### config.mk
export PLATFORM = sky130hd
export DESIGN_NAME = cmd_updown_counter
export DESIGN_NICKNAME = d
export VERILOG_FILES = /design/src/rtl/cmd_updown_counter_pkg.sv /design/src/rtl/cmd_updown_counter_tick_gen.sv /design/src/rtl/cmd_updown_counter.sv
export SDC_FILE = /design/constraint.sdc
export NUM_CORES = 1
export LEC_CHECK = 0
export ABC_AREA = 1
export CORE_MARGIN = 5
export CORE_UTILIZATION = 55
export CTS_CLUSTER_DIAMETER = 50
export DETAILED_ROUTE_END_ITERATION = 12
export PLACE_DENSITY = 0.81
export SETUP_SLACK_MARGIN = 0.5
export SLEW_MARGIN = 30
export SYNTH_ARGS = -nofsm -noshare
export SYNTH_HDL_FRONTEND = slang
export SYNTH_SLANG_ARGS = --single-unit
### constraint.sdc
create_clock -name clk -period 2.9 [get_ports clk]
set_input_delay 0.29 -clock clk [delete_from_list [all_inputs] [get_ports clk]]
set_output_delay 0.29 -clock clk [all_outputs]
set_load 0.05 [all_outputs]
### src/rtl/cmd_updown_counter_pkg.sv
// ---------------------------------------------------------------------------
// counter_cmd_pkg
//
// Shared definitions for the command-driven up/down counter:
//   - command byte codes accepted from the UART RX FIFO
//   - the status-report state machine encoding
//   - ASCII line-feed terminator and the nibble-to-hex-ASCII helper
// ---------------------------------------------------------------------------
package counter_cmd_pkg;

    // Command bytes: ASCII 'r', 'c', 'm', 's'
    localparam logic [7:0] CMD_RUN    = 8'h72;
    localparam logic [7:0] CMD_CLEAR  = 8'h63;
    localparam logic [7:0] CMD_MODE   = 8'h6D;
    localparam logic [7:0] CMD_STATUS = 8'h73;

    // Terminator byte closing every status report
    localparam logic [7:0] ASCII_LF   = 8'h0A;

    // Report engine states: waiting for 's', sending hex digits, sending LF
    typedef enum logic [1:0] {
        IDLE = 2'd0,
        SEND = 2'd1,
        NL   = 2'd2
    } report_state_e;

    // Uppercase hex digit for one nibble: 0-9 -> '0'-'9', A-F -> 'A'-'F'
    function automatic logic [7:0] nibble_to_ascii(input logic [3:0] nib);
        logic [7:0] wide;
        wide = {4'b0000, nib};
        if (nib < 4'd10) begin
            return 8'h30 + wide;
        end else begin
            return 8'h37 + wide;
        end
    endfunction

endpackage

### src/rtl/cmd_updown_counter_tick_gen.sv
// ---------------------------------------------------------------------------
// tick_gen
//
// Programmable step divider. While 'en' is high the internal divider walks
// 0..TICK_DIV-1; in the cycle it sits on the terminal value 'tick' is high
// and the divider returns to 0 on the next edge. 'clr' forces the divider
// back to 0 and suppresses the tick, taking precedence over 'en'.
//
// Ports:
//   clk   in   system clock
//   rst   in   asynchronous reset, active low
//   en    in   count enable (counter is running)
//   clr   in   synchronous divider clear
//   tick  out  combinational step strobe, one cycle per TICK_DIV enabled cycles
// ---------------------------------------------------------------------------
module tick_gen #(
    parameter int TICK_DIV = 10_000_000
) (
    input  logic clk,
    input  logic rst,
    input  logic en,
    input  logic clr,
    output logic tick
);

    // A divide-by-one needs no real divider bits, but keep one so the
    // register is never zero width; it then simply stays at 0.
    localparam int DIV_W = (TICK_DIV > 1) ? $clog2(TICK_DIV) : 1;
    localparam logic [DIV_W-1:0] DIV_LAST = DIV_W'(TICK_DIV - 1);

    logic [DIV_W-1:0] div_q;
    logic [DIV_W-1:0] div_d;

    // Next divider value and the step strobe. The clear wins over a pending
    // terminal count so a clear or a stop never produces a stray step.
    always_comb begin
        div_d = div_q;
        tick  = 1'b0;
        if (clr) begin
            div_d = '0;
        end else if (en) begin
            if (div_q == DIV_LAST) begin
                div_d = '0;
                tick  = 1'b1;
            end else begin
                div_d = div_q + 1'b1;
            end
        end
    end

    // Divider register
    always_ff @(posedge clk or negedge rst) begin
        if (!rst) begin
            div_q <= '0;
        end else begin
            div_q <= div_d;
        end
    end

endmodule

### src/rtl/cmd_updown_counter.sv
// ---------------------------------------------------------------------------
// cmd_updown_counter
//
// Up/down counter with a programmable step divider and a wrap-or-saturate end
// policy. It is controlled by debounced button pulses and by command bytes
// from the UART RX FIFO ('r' run toggle, 'c' clear, 'm' mode toggle, 's'
// status), and answers 's' with the count as uppercase hex digits followed by
// a line feed on the TX byte stream.
//
// Parameters:
//   WIDTH      count register width
//   MAX_COUNT  terminal count value, below 2**WIDTH
//   TICK_DIV   clock cycles per count step, at least 1
//   WRAP       1 = wrap around at either end, 0 = saturate and stop
//
// Ports:
//   clk        in   system clock
//   rst        in   asynchronous reset, active low
//   btn_clear  in   1-cycle pulse: clear count and divider
//   btn_run    in   1-cycle pulse: toggle run
//   btn_mode   in   1-cycle pulse: toggle up/down
//   cmd_data   in   RX FIFO byte
//   cmd_valid  in   RX byte valid
//   cmd_ready  out  byte consumed when cmd_valid & cmd_ready (report idle)
//   tx_data    out  report byte
//   tx_valid   out  report byte valid
//   tx_ready   in   TX FIFO can accept
//   count      out  current count
//   run        out  1 = counting
//   mode       out  0 = up, 1 = down
//   tick       out  1-cycle pulse on every count step
//   cmd_err    out  1-cycle pulse after an unknown byte is consumed
// ---------------------------------------------------------------------------
module cmd_updown_counter
    import counter_cmd_pkg::*;
#(
    parameter int WIDTH     = 14,
    parameter int MAX_COUNT = 9999,
    parameter int TICK_DIV  = 10_000_000,
    parameter int WRAP      = 1
) (
    input  logic             clk,
    input  logic             rst,
    input  logic             btn_clear,
    input  logic             btn_run,
    input  logic             btn_mode,
    input  logic [7:0]       cmd_data,
    input  logic             cmd_valid,
    output logic             cmd_ready,
    output logic [7:0]       tx_data,
    output logic             tx_valid,
    input  logic             tx_ready,
    output logic [WIDTH-1:0] count,
    output logic             run,
    output logic             mode,
    output logic             tick,
    output logic             cmd_err
);

    localparam logic [WIDTH-1:0] MAX_C = WIDTH'(MAX_COUNT);

    // Report geometry: one hex digit per started nibble of the count
    localparam int DIGITS = (WIDTH + 3) / 4;
    localparam int SNAP_W = DIGITS * 4;
    localparam int IDX_W  = (DIGITS > 1) ? $clog2(DIGITS) : 1;
    localparam logic [IDX_W-1:0] IDX_LAST = IDX_W'(DIGITS - 1);

    // Counter state
    logic [WIDTH-1:0] count_q, count_d;
    logic             run_q, run_d;
    logic             mode_q, mode_d;
    logic             tick_q;
    logic             err_q;

    // Report engine state
    report_state_e    state_q, state_d;
    logic [IDX_W-1:0] idx_q, idx_d;
    logic [SNAP_W-1:0] snap_q, snap_d;

    // Decoded events for this cycle
    logic             accept;
    logic             isRun, isClear, isMode, isStatus;
    logic             clearEv, runEv, modeEv, unknownCmd;
    logic             divClr;
    logic             stepNow;
    logic [SNAP_W-1:0] snapShift;

    // The RX FIFO is only drained while no report is in flight, so 's'
    // requests and every other command simply wait in the FIFO meanwhile.
    assign cmd_ready = (state_q == IDLE);
    assign accept    = cmd_valid & cmd_ready;

    assign isRun     = (cmd_data == CMD_RUN);
    assign isClear   = (cmd_data == CMD_CLEAR);
    assign isMode    = (cmd_data == CMD_MODE);
    assign isStatus  = (cmd_data == CMD_STATUS);

    // A button and its matching command in the same cycle are ORed so that
    // they act as a single event (a run toggle from both sources toggles once).
    assign clearEv    = btn_clear | (accept & isClear);
    assign runEv      = btn_run   | (accept & isRun);
    assign modeEv     = btn_mode  | (accept & isMode);
    assign unknownCmd = accept & ~(isRun | isClear | isMode | isStatus);

    // Divider restarts on clear and when running stops through a toggle;
    // both also cancel any step that would have landed in this cycle.
    assign divClr = clearEv | (runEv & run_q);

    tick_gen #(
        .TICK_DIV (TICK_DIV)
    ) u_tick_gen (
        .clk  (clk),
        .rst  (rst),
        .en   (run_q),
        .clr  (divClr),
        .tick (stepNow)
    );

    // Count datapath. Clear, run toggle and mode toggle all take effect
    // together; a step uses the direction in force before any mode toggle,
    // so a direction change shows up on the following step. In saturate
    // mode reaching an end holds the count and stops the counter on the same
    // edge that would otherwise have stepped past it.
    always_comb begin
        count_d = count_q;
        run_d   = run_q ^ runEv;
        mode_d  = mode_q ^ modeEv;
        if (clearEv) begin
            count_d = '0;
        end else if (stepNow) begin
            if (!mode_q) begin
                if (count_q >= MAX_C) begin
                    if (WRAP != 0) begin
                        count_d = '0;
                    end else begin
                        count_d = MAX_C;
                        run_d   = 1'b0;
                    end
                end else begin
                    count_d = count_q + 1'b1;
                end
            end else begin
                if (count_q == '0) begin
                    if (WRAP != 0) begin
                        count_d = MAX_C;
                    end else begin
                        run_d   = 1'b0;
                    end
                end else begin
                    count_d = count_q - 1'b1;
                end
            end
        end
    end

    // Counter registers; tick and cmd_err are registered so they line up with
    // the count/state change they announce.
    always_ff @(posedge clk or negedge rst) begin
        if (!rst) begin
            count_q <= '0;
            run_q   <= 1'b0;
            mode_q  <= 1'b0;
            tick_q  <= 1'b0;
            err_q   <= 1'b0;
        end else begin
            count_q <= count_d;
            run_q   <= run_d;
            mode_q  <= mode_d;
            tick_q  <= stepNow;
            err_q   <= unknownCmd;
        end
    end

    // Align the current digit at the top of the snapshot so the digit index
    // walks from the most significant nibble downwards.
    assign snapShift = snap_q << {idx_q, 2'b00};

    // Report engine: snapshot the count on 's', then hold each byte on
    // tx_data until the TX FIFO takes it, advancing straight to the next byte
    // so back-to-back transfers need no idle cycle. Outputs are decoded from
    // the registered state so a reset drops tx_valid immediately.
    always_comb begin
        state_d  = state_q;
        idx_d    = idx_q;
        snap_d   = snap_q;
        tx_valid = 1'b0;
        tx_data  = 8'h00;
        case (state_q)
            IDLE: begin
                if (cmd_valid && isStatus) begin
                    snap_d  = SNAP_W'(count_q);
                    idx_d   = '0;
                    state_d = SEND;
                end
            end
            SEND: begin
                tx_valid = 1'b1;
                tx_data  = nibble_to_ascii(snapShift[SNAP_W-1 -: 4]);
                if (tx_ready) begin
                    if (idx_q == IDX_LAST) begin
                        state_d = NL;
                    end else begin
                        idx_d = idx_q + 1'b1;
                    end
                end
            end
            NL: begin
                tx_valid = 1'b1;
                tx_data  = ASCII_LF;
                if (tx_ready) begin
                    state_d = IDLE;
                end
            end
            default: begin
                state_d = IDLE;
            end
        endcase
    end

    // Report engine registers
    always_ff @(posedge clk or negedge rst) begin
        if (!rst) begin
            state_q <= IDLE;
            idx_q   <= '0;
            snap_q  <= '0;
        end else begin
            state_q <= state_d;
            idx_q   <= idx_d;
            snap_q  <= snap_d;
        end
    end

    assign count   = count_q;
    assign run     = run_q;
    assign mode    = mode_q;
    assign tick    = tick_q;
    assign cmd_err = err_q;

endmodule

==> results_dict.tcl <==
set metrics [dict create \
    status "completed" \
    synthesis.nets 722 \
    port_buffers 41 \
    cts_buffers 9 \
    setup_violations 0 \
    critPathLaunch "idx_q[0]$_DFFE_PN0P_" \
    clockPowerShare_pct 27.4 \
    dp_cells 829 \
    diodes 0 \
    syn_area_um2 4550 \
    cp-endpoint "tx_data[4]" \
    n_fill_cell 744 \
    max_cap_violations 0 \
    vias_per_cell 5.55 \
    drcViolationCount 0 \
    num_io_pins 43 \
    final_common_cell "nand2_1" \
    cts_buffer_depth 2 \
    swShare_pct 41.9 \
    std_cell_rows 33 \
    grt_start_max_net_pins 40 \
    synthCells 697 \
    cp-start-kind "flop" \
    fin_worst_skew_ns 0.0138 \
    multi_input_area_um2 2630 \
    antenna_found_initial 0 \
    start_util_pct 55.9 \
    finalHoldViolCount 0 \
    seq_area_frac_synth_pct 33.0 \
    final_cell_area_um2 5260 \
    clock-root-buffer "clkbuf_8" \
    endpoint_kind "primary output" \
    hold_path_class "input pin to asynchronous set/reset pin" \
    dieArea_um2 10200 \
    crit_required_ns 2.61 \
    drt-met1-wl_um 5290 \
    vdd_drop_max_v 0.000412 \
    cts_sinks 60 \
    regArea_um2 1500 \
    topRoutingLayerUsed "met4" \
    dr.first_iter.drc_count 334 \
    finalMaxSlewViolations 0 \
    path_clk_slew_ns 0.07 \
    dr_wl_met3_um 930 \
    dr_total_vias 4708 \
    leakage_uw 0.00253 \
    finalWorstSetupSlack_ns 0.576 \
    dieWidth_um 101 \
    slew_headroom_pct 53.1 \
    insertion_delay_ns 0.35 \
    p_sw_uw 1180 \
    grt_pass1_wl_um 20900 \
    wl_met2_um 5950 \
    cts.htree.levels 3 \
    ys_types 35 \
    wire_per_inst_um 14.7 \
    synth_seq_cells 60 \
    die_h_um 101 \
    p_int_uw 1640 \
    drtPass1Iterations 6 \
    reg2reg_to "u_tick_gen.div_q[20]$_DFFE_PN0P_" \
    grt_pass1_vias 4522 \
    areaGrowthSynthToFinish_pct 15.6 \
    r2r_setup_slack_ns 0.70 \
    p_per_area_nw_per_um2 537 \
    placed_area_um2 5010 \
    pre_cts_slack_ns 0.297 \
    gp_congestion 0.953 \
    grt.overflow.total 0 \
    fin_cells 849 \
    timing.rr.start "state_q[1]$_DFFE_PN0P_" \
    hpwlAfterDp_um 9150 \
    coreArea_um2 8130 \
    reg2reg_depth 13 \
    yosys_warnings 0 \
    combPwrFrac_pct 38.5 \
    drive_gt1_share_pct 9.14 \
    drt.antenna.violating_nets 0 \
    path_max_fanout 7 \
    fin_util_pct 64.6 \
    finalCritPeriodShare_pct 80.1 \
    final_cell_mix "231 x nand2_1, 82 x inv_1, 74 x nor2_1, 72 x nand3_1, 59 x dfrtp_1" \
    postSynthAreaPerCell_um2 6.52 \
    min_period_ns 2.32 \
    drt_wl_total_um 12500 \
    tns_ns 0 \
    crit_arrival_ns 2.03 \
    fin_nets 764 \
    worstMarginPinSlew_ns 0.702 \
    p_seq_share_pct 34.1 \
    grt.total_usage_pct 25.4 \
    critPathKind "flop to primary output" \
    cts_tree "yes" \
    clock.fmax_mhz 430 \
    rsz0062_at_grt "false" \
]
-- power by group through the flow --
| stage | clock (uW) | combinational (uW) | sequential [uW] |
|---|---|---|---|
| global placement | 0 | 1020 | 973 |
| global route | 810 | 1180 | 969 |
| CTS | 780 | 1070 | 955 |
| finish | 774 | 1090 | 960 |
| detailed placement | 0 | 1050 | 977 |
| floorplan | 0 | 678 | 1030 |
-- cells by family (layout without fill, tap and decap cells) --
family / after synthesis / count (layout) / synth area share (%)
simple gates: 443 / 443 / 44.3
buf+inv: 108 / 155 / 9.69
flops: 60 / 60 / 33.0
compound gates: 55 / 55 / 6.30
xor+xnor: 19 / 19 / 3.66
fa+ha+maj: 10 / 10 / 2.75
other cells: 1 / 1 / 0.0825
mux: 1 / 1 / 0.220
-- layout make-up --
cell class | count | share of cell area (%)
Sequential cell | 60 | 28.6
Multi-Input combinational cell | 529 | 50.0
Inverter | 89 | 6.40
Tap cell | 105 | 2.50
Clock buffer | 12 | 2.76
Timing Repair Buffer | 50 | 8.76
Clock inverter | 4 | 0.929
-- synthesized netlist by cell type --
| library cell | instances | area, um2 |
|---|---|---|
| clkinv_1 | 2 | 7.51 |
| clkbuf_1 | 3 | 11.3 |
| nand3_2 | 14 | 140 |
| o211ai_1 | 1 | 7.51 |
| xor2_1 | 17 | 149 |
| buf_6 | 1 | 11.3 |
| inv_1 | 85 | 319 |
| nor4_1 | 2 | 12.5 |
| nand2_4 | 1 | 11.3 |
| ha_1 | 10 | 125 |
| inv_2 | 2 | 7.51 |
| nand3b_1 | 5 | 37.5 |
| nor2_1 | 75 | 282 |
| xnor2_1 | 2 | 17.5 |
| nor3_1 | 6 | 30.0 |
| a21oi_1 | 13 | 65.1 |
| mux2i_1 | 1 | 10.0 |
| buf_1 | 1 | 3.75 |
| buf_2 | 10 | 50.1 |
| o21ai_1 | 1 | 5.00 |
| conb_1 | 1 | 3.75 |
| a32oi_1 | 1 | 8.76 |
| nand3_4 | 1 | 17.5 |
| a21o_1 | 1 | 7.51 |
| nor2_2 | 4 | 25.0 |
| dfrtp_1 | 60 | 1500 |
| nor2_4 | 5 | 56.3 |
| nand2_2 | 1 | 6.26 |
| nand3_1 | 72 | 360 |
| o21ai_0 | 37 | 185 |
| o31ai_1 | 1 | 7.51 |
| buf_4 | 4 | 30.0 |
| nor3_2 | 1 | 10.0 |
| nand4_1 | 25 | 156 |
| nand2_1 | 231 | 867 |
-- metal layers --
metal / up-vias / GRT usage (%)
met3: 31 / 3.60
met5: - / 0
li1: 2311 / -
met1: 2161 / 33.5
met4: 0 / 9.41
met2: 205 / 42.4
-- registers in the layout, summed over array words and instances, names as in the netlist --
register and cells:
u_tick_gen.div_q 24, count 14, snap_q 14, idx_q 2
state_q 2, cmd_err 1, mode 1, run 1
tick 1
-- per-stage QoR --
step / hold slack [ns] / power [uW]
finish: 0.465 / 2820
global route: 0.527 / 2960
CTS: 0.0973 / 2800
floorplan: -0.00559 / 1700
detailed placement: 0.462 / 2030
global placement: 0.455 / 1990
-- what timing repair did --
action                                  4_1_cts  5_1_grt
endpoints found under the setup margin        6       13
hold buffers                                  0        1
pin swaps                                     0        1
buffers inserted                              2        1
resized for setup                            14       24
gates cloned                                  0        0
endpoints found under the hold margin         0       38
-- worst min-delay path by stage --
stage | endpoint
finish | u_tick_gen.div_q[10]$_DFFE_PN0P_
global placement | u_tick_gen.div_q[19]$_DFFE_PN0P_
global route | snap_q[12]$_DFFE_PN0P_
floorplan | cmd_err$_DFF_PN0_
detailed placement | u_tick_gen.div_q[19]$_DFFE_PN0P_
CTS | count[10]$_DFFE_PN0P_
-- critical path, cell delays in order, from the launching register on --
cell	delay, ns
dfrtp_2	0.46
inv_2	0.09
nand2_1	0.07
a32oi_2	0.22
inv_1	0.10
ha_2	0.20
a21oi_2	0.15
nand2_1	0.10
nand2_1	0.07
inv_1	0.03
buf_2	0.20
Note: power is estimated with default switching activity, not from simulation.
